## config.mk

```make
export PLATFORM = sky130hd
export DESIGN_NAME = mem_traffic_gen
export DESIGN_NICKNAME = d
export VERILOG_FILES = /design/src/rtl/mem_traffic_gen.sv
export SDC_FILE = /design/constraint.sdc
export NUM_CORES = 1
export LEC_CHECK = 0
export ABC_AREA = 1
export BUFFER_PORTS_ARGS = -buffer_cell sky130_fd_sc_hd__buf_4
export CORE_ASPECT_RATIO = 1.25
export CORE_MARGIN = 5
export CORE_UTILIZATION = 45
export CTS_CLUSTER_SIZE = 30
export DETAILED_ROUTE_END_ITERATION = 8
export HOLD_SLACK_MARGIN = 0.1
export PLACE_DENSITY = 0.77
export SYNTH_ARGS = -nofsm -noshare
export SYNTH_HDL_FRONTEND = slang
export SYNTH_SLANG_ARGS = --single-unit
```

## constraint.sdc

```tcl
create_clock -name clk -period 2.7 [get_ports clk]
set_input_delay 0.135 -clock clk [delete_from_list [all_inputs] [get_ports clk]]
set_output_delay 0.135 -clock clk [all_outputs]
set_load 0.02 [all_outputs]
```

## src/rtl/mem_traffic_gen.sv

```systemverilog
// CPU stand-in for the Harvard memory bus: wrapping fetch/data address
// windows, read/alt/write data patterns, beat counter and fetch checksum.
module mem_traffic_gen #(
    parameter logic [31:0] INSTR_BASE  = 32'h0000_0004,
    parameter logic [31:0] INSTR_LIMIT = 32'h0000_002C,
    parameter logic [31:0] DATA_BASE   = 32'hFFFF_0004,
    parameter logic [31:0] DATA_LIMIT  = 32'hFFFF_001C,
    parameter int          STRIDE      = 4,
    parameter int          MAX_BEATS   = 100
) (
    input  logic        clk,
    input  logic        reset,
    input  logic        cpu_enable,
    input  logic        start,
    input  logic [1:0]  mode,
    input  logic [31:0] instr_readdata,
    input  logic [31:0] data_readdata,
    output logic [31:0] instr_address,
    output logic [31:0] data_address,
    output logic [31:0] data_writedata,
    output logic        data_read,
    output logic        data_write,
    output logic        active,
    output logic        done,
    output logic [15:0] beat_count,
    output logic [31:0] register_v0
);

    typedef enum logic [1:0] {S_IDLE, S_RUN, S_DONE} state_t;

    localparam logic [1:0] M_READ  = 2'd0;
    localparam logic [1:0] M_ALT   = 2'd1;
    localparam logic [1:0] M_WRITE = 2'd2;

    state_t      state, state_nx;
    logic [1:0]  mode_q;
    logic        wr_phase;
    logic        beat;
    logic        last;
    logic [31:0] instr_nx;
    logic [31:0] data_nx;

    function automatic logic [31:0] adv(input logic [31:0] a,
                                        input logic [31:0] base,
                                        input logic [31:0] lim);
        return (a == lim) ? base : a + 32'(STRIDE);
    endfunction

    assign beat     = (state == S_RUN) && cpu_enable;
    assign last     = (beat_count == 16'(MAX_BEATS - 1));
    assign instr_nx = adv(instr_address, INSTR_BASE, INSTR_LIMIT);
    assign data_nx  = adv(data_address, DATA_BASE, DATA_LIMIT);
    assign active   = (state == S_RUN);
    assign done     = (state == S_DONE);

    always_ff @(posedge clk) begin
        if (reset) state <= S_IDLE;
        else       state <= state_nx;
    end

    always_comb begin
        state_nx = state;
        case (state)
            S_IDLE:  if (start) state_nx = S_RUN;
            S_RUN:   if (beat && last) state_nx = S_DONE;
            default: state_nx = state;
        endcase
    end

    always_ff @(posedge clk) begin
        if (reset) begin
            instr_address  <= INSTR_BASE;
            data_address   <= DATA_BASE;
            data_writedata <= '0;
            data_read      <= 1'b0;
            data_write     <= 1'b0;
            beat_count     <= '0;
            register_v0    <= '0;
            mode_q         <= M_READ;
            wr_phase       <= 1'b0;
        end else if (state == S_IDLE && start) begin
            // mode 3 collapses to READ at latch time
            mode_q     <= (mode == 2'd3) ? M_READ : mode;
            wr_phase   <= 1'b0;
            data_read  <= (mode != M_WRITE);
            data_write <= (mode == M_WRITE);
            if (mode == M_WRITE) data_writedata <= data_address;
        end else if (beat) begin
            beat_count    <= beat_count + 16'd1;
            register_v0   <= register_v0 ^ instr_readdata;
            instr_address <= instr_nx;
            case (mode_q)
                M_ALT: begin
                    if (wr_phase) data_address   <= data_nx;
                    else          data_writedata <= data_readdata;
                    wr_phase <= ~wr_phase;
                end
                M_WRITE: begin
                    data_address   <= data_nx;
                    data_writedata <= data_nx;
                end
                default: data_address <= data_nx;
            endcase
            // strobes describe the beat presented next cycle
            data_read  <= !last && ((mode_q == M_ALT) ? wr_phase
                                                      : (mode_q != M_WRITE));
            data_write <= !last && ((mode_q == M_ALT) ? !wr_phase
                                                      : (mode_q == M_WRITE));
        end
    end

endmodule

```

==> results of run 1 <==
[cells in the final DEF (no fill, tap or decap), types with 10 or more instances in the layout]
master / netlist / routed
sky130_fd_sc_hd__nand2_2: 11 / 11
sky130_fd_sc_hd__buf_4: 6 / 226
sky130_fd_sc_hd__o21ai_0: 70 / 70
sky130_fd_sc_hd__o21ai_1: 24 / 24
sky130_fd_sc_hd__inv_1: 134 / 133
sky130_fd_sc_hd__xor2_1: 10 / 10
sky130_fd_sc_hd__a21oi_1: 142 / 142
sky130_fd_sc_hd__nor2_1: 118 / 117
sky130_fd_sc_hd__nand4_1: 18 / 18
sky130_fd_sc_hd__nand3_1: 90 / 90
sky130_fd_sc_hd__dfxtp_1: 149 / 149
sky130_fd_sc_hd__clkbuf_16: 0 / 17
sky130_fd_sc_hd__nand2_1: 325 / 325
sky130_fd_sc_hd__dlygate4sd3_1: 0 / 49
sky130_fd_sc_hd__nor3_1: 23 / 23
[metal layers]
metal | up-vias | track usage
li1 | 4535 | -
met1 | 4131 | 0.281
met2 | 346 | 0.428
met3 | 73 | 0.0491
met4 | 0 | 0.109
met5 | - | 0
[worst max-delay path by stage]
stage | to | depth (start not counted)
5_1_grt | data_writedata[11]$_SDFFE_PP0P_ | 6
2_1_floorplan | data_address[18]$_SDFFE_PP1P_ | 8
3_5_place_dp | data_writedata[11]$_SDFFE_PP0P_ | 6
4_1_cts | data_writedata[11]$_SDFFE_PP0P_ | 6
6_report | data_writedata[11]$_SDFFE_PP0P_ | 6
3_3_place_gp | data_writedata[25]$_SDFFE_PP0P_ | 6
[repair_timing]
action / CTS / global route
gates resized for setup: 0 / 0
buffers inserted: 0 / 0
endpoints found under the hold margin: 50 / 0
hold buffers: 49 / 0
[registers in the layout (all words and copies together) (netlist names)]
| signal | count |
|---|---|
| wr_phase | 1 |
| data_write | 1 |
| state | 2 |
| data_writedata | 32 |
| data_read | 1 |
| data_address | 32 |
| register_v0 | 32 |
| beat_count | 16 |
| instr_address | 30 |
| mode_q | 2 |
[worst reg2reg max path, cell delays in order, from the launching register on]
cell and delay [ns]:
sky130_fd_sc_hd__dfxtp_1 0.42, sky130_fd_sc_hd__nand3_2 0.37, sky130_fd_sc_hd__nand2_1 0.27, sky130_fd_sc_hd__nand3_4 0.26, sky130_fd_sc_hd__inv_4 0.47, sky130_fd_sc_hd__o21ai_0 0.14, sky130_fd_sc_hd__a21oi_1 0.17
[cells by family after synthesis]
group                    Yosys count  synth area share
XOR/XNOR                          19            0.0206
AND/OR/NAND/NOR                  625             0.341
AO/OA/AOI/OAI                    257             0.165
other                              1          0.000464
multiplexers                       1           0.00124
adder cells (fa/ha/maj)            3           0.00465
flip-flops                       149             0.369
buffers and inverters            195            0.0973
[power by group]
group | internal [W] | switching [W]
Combinational | 0.000419 | 0.000608
Sequential | 0.00231 | 0.000113
Clock | 0.00137 | 0.00100
[metrics by stage]
| step | setup slack, ns | cells | hold WS, ns |
|---|---|---|---|
| 4_1_cts | 0.500 | 1729 | 0.100 |
| 3_3_place_gp | 0.684 | 1648 | 0.403 |
| 2_1_floorplan | 0.984 | 1251 | 0.279 |
| 6_report | 0.526 | 1729 | 0.109 |
| 5_1_grt | 0.285 | 1729 | 0.121 |
| 3_5_place_dp | 0.509 | 1648 | 0.408 |
[area by class of cell]
type,count,area (µm²),share of cell area
inverter,142,537,0.0493
clock inverter,14,153,0.0140
clock buffer,18,429,0.0394
timing repair buffer,275,2190,0.201
tap,224,280,0.0257
multi-input combinational,907,4320,0.397
sequential,149,2980,0.274
==> out/results.env, run 1 <==
GRT_ANTENNA_BEFORE_REPAIR=0
TOP_LEVEL_PORTS=218
TIMING.CRITICAL_PATH.TO_TYPE='register'
DRT_DRC_VIOLATIONS_LEFT=0
DESIGN_AREA_UM2=10900
CTS-ROOT-BUF='sky130_fd_sc_hd__clkbuf_16'
MIN-DELAY-PATH-CLASS='input pin to register'
HOLDPATHSTAGES=5
POWER.DENSITY_nW_PER_UM2=535
DRT_FIRST_PASS_ITERS=7
DETAILED_PLACE.AREA_UM2=9820
GRT.TOTAL_USAGE=0.244
INITIAL_UTILIZATION=0.460
WORST_EP_ARRIVAL_TIME_NS=2.53
SYNTH-MAIN-FF-CELL='sky130_fd_sc_hd__dfxtp_1'
CLKLATENCYLATEPIN_NS=0.43
CRIT_FAMILY='simple AND/OR/NAND/NOR gates'
CP_NUM_BUF_INV=1
ASYNC_FLOP_SHARE=0
RRSETUPSLACK_NS=0.53
CP_CELL_SEQUENCE='nand3_2, nand2_1, nand3_4, inv_4, o21ai_0, a21oi_1'
HTREE_NUM_LEVELS=4
ROUTED_VIA_DENSITY=5.25
MAX_CAP_VIOL_COUNT=0
WORSTHOLDENDPOINT='data_writedata[14]$_SDFFE_PP0P_'
RSZ0062_AT_GRT='no'
DRT-TOTAL-WL_UM=26000
CPPEAKSTAGEDELAY_NS=0.47
GLOBALPLACE.CONGESTION=0.960
LAYOUT.NETS=1565
TOTAL_POWER_W=0.00582
CTS.SINK_COUNT=149
FMAXACHIEVABLE_MHz=460
DETAILROUTE.WIRELENGTH.MET3_UM=1810
WORSTHOLDSTART='data_readdata[14]'
SYNTH.TOP_CELLS.BY_AREA='sky130_fd_sc_hd__dfxtp_1 37%, sky130_fd_sc_hd__nand2_1 15%, sky130_fd_sc_hd__a21oi_1 8.8%'
DESIGN.CORE.AREA_UM2=17600
TIMING_WORST_SLEW_PIN_VALUE_NS=0.593
FINAL_LAYOUT_SIZE_SUFFIX_GT1_FRAC=0.207
DETAILED_PLACE_HPWL_UM=18500
TIMING.CRITICAL_PATH.REQUIRED_NS=3.05
DR_TOTAL_VIAS=9085
CTS_TREE='yes'
GRT.OVERFLOW.TOTAL=0
SYN-CELL-AREA_UM2=8080
ROUTEDWLPERCELL_UM=15.0
FIRST_GLOBAL_VIAS=8624
FINAL_CORE_UTILIZATION=0.620
CORE.ROWCOUNT=54
CRIT-REG2REG-CAPTURE='data_writedata[11]$_SDFFE_PP0P_'
NETLIST.TOP_CELL.BY_AREA='sky130_fd_sc_hd__dfxtp_1'
WIRELENGTH_MET1_UM=9980
FINAL.PERIOD_UTILIZATION=0.805
GRT_START_MAX_NET_PINS=49
FINALSETUPVIOLCOUNT=0
ANTENNA_VIOLATING_NETS_POST_ROUTE=0
RUN_STATUS='finished clean'
FINAL.MIN_CLOCK_PERIOD_NS=2.17
COUNT_OF_FLIP_FLOPS_WITH_A_BUILT_IN_ENABLE_AFTER_SYNTHESIS=0
ANTENNADIODECOUNT=0
CRIT_TYPE='register to register'
SYNTH_CELL_TYPES=42
DIE_HEIGHT_UM=160
YOSYS_REGISTER_BITS=149
PORT_BUFFERS=215
GRT_PASS1_WL_UM=41500
CTS_MADE_BUFFERS=17
CRITICAL_PATH.STARTPOINT_TYPE='register'
DRT_ITER0_MARKERS=577
POST-SYNTH-TOP-AREA-FRACTION=0.369
MAXSLEWHEADROOM=0.602
NFILLCELLS=1615
CTS-ROOT-TO-SINK-BUFFERS=2
TIMING.FINAL.HOLD_VIOLATIONS=0
SETUP.WORST_PATH.START='state[0]$_SDFFE_PP0P_'
CLK_PIN_SLEW_WORST_PATHS_NS=0.07
MAX-VDD-IR-DROP_V=0.000398
TOP_SIGNAL_LAYER_USED='met4'
DIE_WIDTH_UM=130
SYNTH.MOST_COMMON_CELL='sky130_fd_sc_hd__nand2_1'
AREA_DELTA_SYNTH_FINAL_PCT=34.8
SYNTHESIS.INSTANCES=1250
SEQ_AREA_FRAC_SYNTH=0.369
SETUP_TOTAL_NEGATIVE_SLACK_NS=0
FINAL_MAX_SLEW_VIOL_COUNT=0
WORST_PATH_MAX_DELAY_CELL='sky130_fd_sc_hd__inv_4'
MET2WIRELENGTH_UM=13300
R2R_START='state[0]$_SDFFE_PP0P_'
AREA_OF_THE_DIE_UM2=20700
TOP_POST_SYNTHESIS_CELLS_BY_COUNT='325 x sky130_fd_sc_hd__nand2_1, 149 x sky130_fd_sc_hd__dfxtp_1, 142 x sky130_fd_sc_hd__a21oi_1, 134 x sky130_fd_sc_hd__inv_1, 118 x sky130_fd_sc_hd__nor2_1'
POWER.LEAKAGE_nW=4.92
REG2REG_DEPTH=6
CLOCK_SKEW_NS=0.00882
TIMING.CRITICAL_PATH.FANOUT_MAX=46
YOSYSWARNINGS=0
POSTSYNTHAREAPERCELL_UM2=6.46
(Power assumes the default switching activity.)
==> run 2: changes to the inputs <==
==> constraint.sdc (replaced) <==
create_clock -name clk -period 2.08 [get_ports clk]
set_input_delay 0.104 -clock clk [delete_from_list [all_inputs] [get_ports clk]]
set_output_delay 0.104 -clock clk [all_outputs]
set_load 0.02 [all_outputs]
==> run 2 against run 1 <==
Compared with the run above:
- core utilization rose by 1.7 points
- non-clock buffer count up 23
- via count up 1.9%
- largest cell class unchanged
==> out/results.env, run 2 (synthesized netlist as in run 1, its figures left out) <==
FINAL.PERIOD_UTILIZATION=0.902  # +0.0968
GRT_START_MAX_NET_PINS=53  # +8.2%
DETAILED_PLACE_HPWL_UM=19000  # +2.7%
TOP_REGS='data_address: 32 flops, data_writedata: 32 flops, register_v0: 32 flops'
RUN_STATUS='finished clean'
ROUTED_VIA_DENSITY=5.28  # +0.47%
FINAL.MIN_CLOCK_PERIOD_NS=1.88  # -0.298 ns
TOP_LEVEL_PORTS=218  # unchanged
GRT.OVERFLOW.TOTAL=0  # unchanged
CRITICAL_PATH.STARTPOINT_TYPE='register'
LAYOUT.CELLS.MOST_COMMON_LIST='325 x sky130_fd_sc_hd__nand2_1, 238 x sky130_fd_sc_hd__buf_4, 148 x sky130_fd_sc_hd__dfxtp_1, 142 x sky130_fd_sc_hd__a21oi_1, 133 x sky130_fd_sc_hd__inv_1'
CLOCK_SKEW_NS=0.00856  # -0.000255 ns
GRT_PASS1_WL_UM=43400  # +4.5%
POWER.DENSITY_nW_PER_UM2=707  # +32%
POWER.LEAKAGE_nW=5.07  # +3.0%
FIRST_GLOBAL_VIAS=8997  # +4.3%
REG2REG_DEPTH=7  # +1
DRT_FIRST_PASS_ITERS=5  # -2
CTS_TREE='yes'
TIMING.FINAL.HOLD_VIOLATIONS=0  # unchanged
AREA_DELTA_SYNTH_FINAL_PCT=38.4
TIMING.CRITICAL_PATH.TO_TYPE='register'
CORE.ROWCOUNT=54  # unchanged
ANTENNA_VIOLATING_NETS_POST_ROUTE=0  # unchanged
ROUTEDWLPERCELL_UM=15.3  # +1.9%
DIE_HEIGHT_UM=160  # unchanged
CTS-ROOT-BUF='sky130_fd_sc_hd__clkbuf_16'
CTS-ROOT-TO-SINK-BUFFERS=2  # unchanged
MIN-DELAY-PATH-CLASS='input pin to register'
FMAXACHIEVABLE_MHz=533  # +16%
FIN_CELLS=1753  # +1.4%
DESIGN_AREA_UM2=11200  # +2.7%
CTS.SINK_COUNT=149  # unchanged
WORSTHOLDENDPOINT='data_writedata[22]$_SDFFE_PP0P_'
RRSETUPSLACK_NS=0.20  # -0.32 ns
HTREE_NUM_LEVELS=4  # unchanged
GLOBALPLACE.CONGESTION=0.963  # +0.30%
FINAL_LAYOUT_SIZE_SUFFIX_GT1_FRAC=0.215  # +0.00802
GRT.TOTAL_USAGE=0.256  # +0.0123
LAYOUT.NETS=1588  # +1.5%
FINAL_MAX_SLEW_VIOL_COUNT=0  # unchanged
DETAILED_PLACE.AREA_UM2=9970  # +1.5%
FINALSETUPVIOLCOUNT=0  # unchanged
PORT_BUFFERS=215  # unchanged
HOLDPATHSTAGES=7  # +2
DIE_WIDTH_UM=130  # unchanged
CRIT_TYPE='register to register'
DP_CELLS=1663  # +0.91%
DESIGN.CORE.AREA_UM2=17600  # unchanged
WORST_EP_ARRIVAL_TIME_NS=2.23  # -0.30 ns
AREA_OF_THE_DIE_UM2=20700  # unchanged
TIMING.CRITICAL_PATH.REQUIRED_NS=2.43  # -0.62 ns
NFILLCELLS=1617  # +0.12%
DRT_DRC_VIOLATIONS_LEFT=0  # unchanged
CTS_MADE_BUFFERS=17  # unchanged
TIMING_WORST_SLEW_PIN_VALUE_NS=0.572  # -0.0209 ns
MAXSLEWHEADROOM=0.615  # +0.0131
DRT-TOTAL-WL_UM=26900  # +3.3%
CLK_PIN_SLEW_WORST_PATHS_NS=0.06  # about the same
INITIAL_UTILIZATION=0.460  # unchanged
FINAL_CORE_UTILIZATION=0.637  # +0.0167
DRT_ITER0_MARKERS=702  # +22%
R2R_START='state[0]$_SDFFE_PP0P_'
MAX-VDD-IR-DROP_V=0.000495  # +24%
MOSTFREQUENTLAYOUTCELL='sky130_fd_sc_hd__nand2_1'
SETUP_TOTAL_NEGATIVE_SLACK_NS=0  # unchanged
CRIT-REG2REG-CAPTURE='mode_q[0]$_SDFFE_PP0P_'
MAX_CAP_VIOL_COUNT=0  # unchanged
CLKLATENCYLATEPIN_NS=0.43  # about the same
DR_TOTAL_VIAS=9254  # +1.9%
TIMING.CRITICAL_PATH.FANOUT_MAX=33  # -28%
WORSTHOLDSTART='data_readdata[22]'
RSZ0062_AT_GRT='no'
GRT_ANTENNA_BEFORE_REPAIR=0  # unchanged
run 2: cell count changes in the layout (fill, tap and decap cells not counted), moves of 2 or more:
cell / delta
sky130_fd_sc_hd__buf_12: +3
sky130_fd_sc_hd__clkinv_4: -3
sky130_fd_sc_hd__inv_8: +2
sky130_fd_sc_hd__buf_4: +12
sky130_fd_sc_hd__bufinv_16: +2
sky130_fd_sc_hd__clkinv_2: -2
sky130_fd_sc_hd__dlygate4sd3_1: +8
sky130_fd_sc_hd__inv_6: +2
run 2: critical path: stages, from the launching register on:
cell and delay (ns):
sky130_fd_sc_hd__dfxtp_1 0.35, sky130_fd_sc_hd__nor2_1 0.12, sky130_fd_sc_hd__nand2_2 0.11, sky130_fd_sc_hd__inv_2 0.08
sky130_fd_sc_hd__buf_4 0.36, sky130_fd_sc_hd__nand4_1 0.14, sky130_fd_sc_hd__dlygate4sd3_1 0.58, sky130_fd_sc_hd__o21ai_0 0.07
run 2: power by group:
group          leakage (nW)  switching, W  internal, W
combinational          3.54      0.000815     0.000582
sequential             1.21      0.000136      0.00300
clock                 0.313       0.00133      0.00205
total                  5.07       0.00228      0.00563
run 2: final cells by class:
| type | instances | area [µm²] | area share |
|---|---|---|---|
| diodes | 1 | 2.50 | 0.000224 |
| clock buffers | 17 | 425 | 0.0380 |
| clock inverters | 15 | 216 | 0.0194 |
| inverters | 142 | 537 | 0.0480 |
| multi-input cells | 907 | 4320 | 0.386 |
| flip-flops and latches | 149 | 2980 | 0.267 |
| well taps | 224 | 280 | 0.0251 |
| repair buffers | 298 | 2420 | 0.216 |
run 2: layer usage:
layer,GRT usage,part of all wire
met5,0,0
met4,0.119,0.038
met3,0.0595,0.073
met2,0.446,0.51
met1,0.292,0.38
run 2: worst max path at each step:
stage / end / cells past startpoint / slack [ns] / from
2_1_floorplan: data_address[18]$_SDFFE_PP1P_ / 8 / 0.36 / data_address[2]$_SDFFE_PP1P_
3_3_place_gp: beat_count[13]$_SDFFE_PP0P_ / 9 / 0.33 / state[0]$_SDFFE_PP0P_
3_5_place_dp: data_writedata[22]$_SDFFE_PP0P_ / 12 / 0.28 / data_address[2]$_SDFFE_PP1P_
4_1_cts: mode_q[0]$_SDFFE_PP0P_ / 7 / 0.21 / state[0]$_SDFFE_PP0P_
5_1_grt: data_writedata[22]$_SDFFE_PP0P_ / 12 / 0.008 / data_address[3]$_SDFFE_PP0P_
6_report: mode_q[0]$_SDFFE_PP0P_ / 7 / 0.20 / state[0]$_SDFFE_PP0P_
run 2: repair_timing:
action                     in CTS  in global routing
setup buffers                   0                  0
hold endpoints to repair       69                  0
hold buffers                   57                  0
setup endpoints to repair       0                  1
resized for setup               0                  1
run 2: stage by stage:
step	hold WS, ns	power [W]	setup WS [ns]
5_1_grt	0.128	0.00824	0.00798
2_1_floorplan	0.248	0.00394	0.364
3_5_place_dp	0.379	0.00449	0.282
3_3_place_gp	0.371	0.00447	0.328
6_report	0.114	0.00791	0.204
4_1_cts	0.100	0.00795	0.211
==> run 3: changes to the inputs <==
--- a/config.mk
+++ b/config.mk
@@ -7,13 +7,15 @@
 export LEC_CHECK = 0
 export ABC_AREA = 1
 export BUFFER_PORTS_ARGS = -buffer_cell sky130_fd_sc_hd__buf_4
+export CELL_PAD_IN_SITES_DETAIL_PLACEMENT = 1
+export CELL_PAD_IN_SITES_GLOBAL_PLACEMENT = 1
 export CORE_ASPECT_RATIO = 1.25
 export CORE_MARGIN = 5
-export CORE_UTILIZATION = 45
+export CORE_UTILIZATION = 37
 export CTS_CLUSTER_SIZE = 30
 export DETAILED_ROUTE_END_ITERATION = 8
 export HOLD_SLACK_MARGIN = 0.1
-export PLACE_DENSITY = 0.77
+export PLACE_DENSITY = 0.89
 export SYNTH_ARGS = -nofsm -noshare
 export SYNTH_HDL_FRONTEND = slang
 export SYNTH_SLANG_ARGS = --single-unit
==> run 3 against run 2 <==
Compared with the run above:
- global-route usage grew 2.4 points
- critical path type unchanged
- core utilization fell by 12 points
- worst setup slack got worse by 0.13 ns
- via count up 6.0%
- largest power group is now sequential cells
- worst hold slack gained 0.0017 ns
- non-clock buffer count rose by 3
- largest cell class unchanged
- clock-buffer cell count did not move
- flip-flop and latch count unchanged
- highest routed layer unchanged
- wire length increased by 31%
- fmax fell by 6.5%
==> out/results.env, run 3 (synthesized netlist as in run 1, its figures left out) <==
TIMING_WORST_SLEW_PIN_VALUE_NS=0.507  # -0.0651 ns
TIMING.CRITICAL_PATH.TO_TYPE='register'
POWER.DENSITY_nW_PER_UM2=690  # -2.5%
CLK_PIN_SLEW_WORST_PATHS_NS=0.09  # +0.03 ns
CLOCK_SKEW_NS=0.0192  # +0.0107 ns
MAXSLEWHEADROOM=0.661  # +0.0461
CTS.SINK_COUNT=149  # unchanged
MIN-DELAY-PATH-CLASS='input pin to register'
DIE_HEIGHT_UM=175  # +9.6%
CORE.ROWCOUNT=60  # +11%
AREA_OF_THE_DIE_UM2=24900  # +20%
CTS_TREE='yes'
GLOBALPLACE.CONGESTION=0.899  # -6.6%
FIRST_GLOBAL_VIAS=10600  # +18%
CTS-ROOT-BUF='sky130_fd_sc_hd__clkbuf_16'
WORSTHOLDENDPOINT='data_writedata[31]$_SDFFE_PP0P_'
AREA_DELTA_SYNTH_FINAL_PCT=38.7
GRT_START_MAX_NET_PINS=47  # -11%
WORSTHOLDSTART='data_readdata[31]'
LAYOUT.CELLS.MOST_COMMON_LIST='325 x sky130_fd_sc_hd__nand2_1, 245 x sky130_fd_sc_hd__buf_4, 149 x sky130_fd_sc_hd__dfxtp_1, 142 x sky130_fd_sc_hd__a21oi_1, 133 x sky130_fd_sc_hd__inv_1'
CLKLATENCYLATEPIN_NS=0.44  # about the same
ANTENNA_VIOLATING_NETS_POST_ROUTE=0  # unchanged
TIMING.CRITICAL_PATH.FANOUT_MAX=46  # +39%
MAX_CAP_VIOL_COUNT=0  # unchanged
DIE_WIDTH_UM=142  # +9.5%
TIMING.CRITICAL_PATH.REQUIRED_NS=2.40  # -0.03 ns
DP_CELLS=1724  # +3.7%
FIN_CELLS=1812  # +3.4%
CTS-ROOT-TO-SINK-BUFFERS=2  # unchanged
TOTAL_POWER_W=0.00773  # -2.3%
ROUTED_VIA_DENSITY=5.41  # +2.6%
GRT.OVERFLOW.TOTAL=0  # unchanged
REG2REG_DEPTH=7  # unchanged
CP_CELL_SEQUENCE='inv_1, nand3_4, buf_4, clkinv_2, buf_4, nand2_1, a21oi_1'
DRT_ITER0_MARKERS=554  # -21%
TOP_LEVEL_PORTS=218  # unchanged
TIMING.CRITICAL_PATH.MODE_CELL='sky130_fd_sc_hd__buf_4'
MOSTFREQUENTLAYOUTCELL='sky130_fd_sc_hd__nand2_1'
INITIAL_UTILIZATION=0.375  # -0.0849
GRT_PASS1_WL_UM=55900  # +29%
HOLDPATHSTAGES=7  # unchanged
POWER.LEAKAGE_nW=5.06  # -0.25%
SETUP_TOTAL_NEGATIVE_SLACK_NS=0  # unchanged
CRIT_TYPE='register to register'
WORST_EP_ARRIVAL_TIME_NS=2.33  # +0.10 ns
HTREE_NUM_LEVELS=4  # unchanged
CRITICAL_PATH.STARTPOINT_TYPE='register'
FINAL_LAYOUT_SIZE_SUFFIX_GT1_FRAC=0.218  # +0.00350
CPPEAKSTAGEDELAY_NS=0.44  # -0.14 ns
HOLDWS_NS=0.116  # +0.00165 ns
ROUTEDWLPERCELL_UM=19.5  # +27%
WORST_PATH_MAX_DELAY_CELL='sky130_fd_sc_hd__buf_4'
DETAILED_PLACE_HPWL_UM=22900  # +21%
PORT_BUFFERS=215  # unchanged
FINALSETUPVIOLCOUNT=0  # unchanged
CTS_MADE_BUFFERS=17  # unchanged
DRT_DRC_VIOLATIONS_LEFT=0  # unchanged
LAYOUT.NETS=1591  # +0.19%
DRT_FIRST_PASS_ITERS=5  # unchanged
DESIGN.CORE.AREA_UM2=21500  # +23%
TOP_REGS='data_address: 32 flops, data_writedata: 32 flops, register_v0: 32 flops'
GRT_ANTENNA_BEFORE_REPAIR=2  # +2
CRIT-REG2REG-CAPTURE='register_v0[1]$_SDFFE_PP0P_'
RUN_STATUS='finished clean'
R2R_START='state[1]$_SDFFE_PP0P_'
FINAL.MIN_CLOCK_PERIOD_NS=2.01  # +0.131 ns
FINAL.PERIOD_UTILIZATION=0.965  # +0.0632
TIMING.FINAL.HOLD_VIOLATIONS=0  # unchanged
FMAXACHIEVABLE_MHz=498  # -6.5%
GRT.TOTAL_USAGE=0.279  # +0.0236
RSZ0062_AT_GRT='yes'
MAX-VDD-IR-DROP_V=0.000604  # +22%
FINAL_MAX_SLEW_VIOL_COUNT=0  # unchanged
RRSETUPSLACK_NS=0.07  # -0.13 ns
DRT-TOTAL-WL_UM=35300  # +31%
DR_TOTAL_VIAS=9811  # +6.0%
==> run 3: cell types whose count changed in the layout (fill, tap and decap cells not counted), sizes merged <==
cell and change:
dlygate4sd3 -3, clkinv +1, bufinv -4, inv +3
buf +6, diode +1
==> run 3: how the worst max path moves through the flow <==
| stage | from | endpoint | cells after the start |
|---|---|---|---|
| 3_5_place_dp | state[0]$_SDFFE_PP0P_ | instr_address[29]$_SDFFE_PP0P_ | 10 |
| 4_1_cts | state[0]$_SDFFE_PP0P_ | register_v0[3]$_SDFFE_PP0P_ | 7 |
| 6_report | state[1]$_SDFFE_PP0P_ | register_v0[1]$_SDFFE_PP0P_ | 7 |
| 3_3_place_gp | state[0]$_SDFFE_PP0P_ | beat_count[13]$_SDFFE_PP0P_ | 10 |
| 2_1_floorplan | data_address[2]$_SDFFE_PP1P_ | data_address[18]$_SDFFE_PP1P_ | 8 |
| 5_1_grt | instr_address[8]$_SDFFE_PP0P_ | instr_address[28]$_SDFFE_PP0P_ | 8 |
==> run 3: cell type report <==
type                    instances  area [µm²]
fillers                      2816       10300
flip-flops and latches        149        2980
repair buffers                301        2420
clock buffers                  17         425
inverters                     142         537
diodes                          2        5.00
well taps                     279         349
clock inverters                15         158
multi-input cells             907        4330
==> run 3: power by group <==
part / total [W] / internal (W) / switching (W)
clock network: 0.00312 / 0.00161 / 0.00151
registers: 0.00314 / 0.00300 / 0.000140
logic: 0.00147 / 0.000584 / 0.000886
==> run 3: critical path: cells and delay by family, from the launching register on <==
family | cells | cell delay [ns]
compound gates | 1 | 0.32
buf+inv | 4 | 0.97
flops | 1 | 0.31
simple gates | 2 | 0.26
==> run 3: routing by layer <==
layer	global-route usage	vias up	wire [µm]
met1	0.291	4747	13000
met4	0.151	0	1860
met5	0	-	0
met3	0.0572	134	1830
li1	-	4591	-
met2	0.516	339	18600
==> run 3: repair_timing <==
action	4_1_cts	5_1_grt
hold endpoints to repair	67	0
resized for setup	0	2
buffers inserted	0	0
hold buffers	54	0
endpoints found under the setup margin	0	13
==> run 3: metrics by stage <==
step	setup WS [ns]	area, µm²	util
6_report	0.0722	11200	0.520
5_1_grt	-0.00320	11200	0.520
4_1_cts	0.138	11200	0.520
3_5_place_dp	0.194	10100	0.467
3_3_place_gp	0.320	10100	0.467
2_1_floorplan	0.364	8080	-
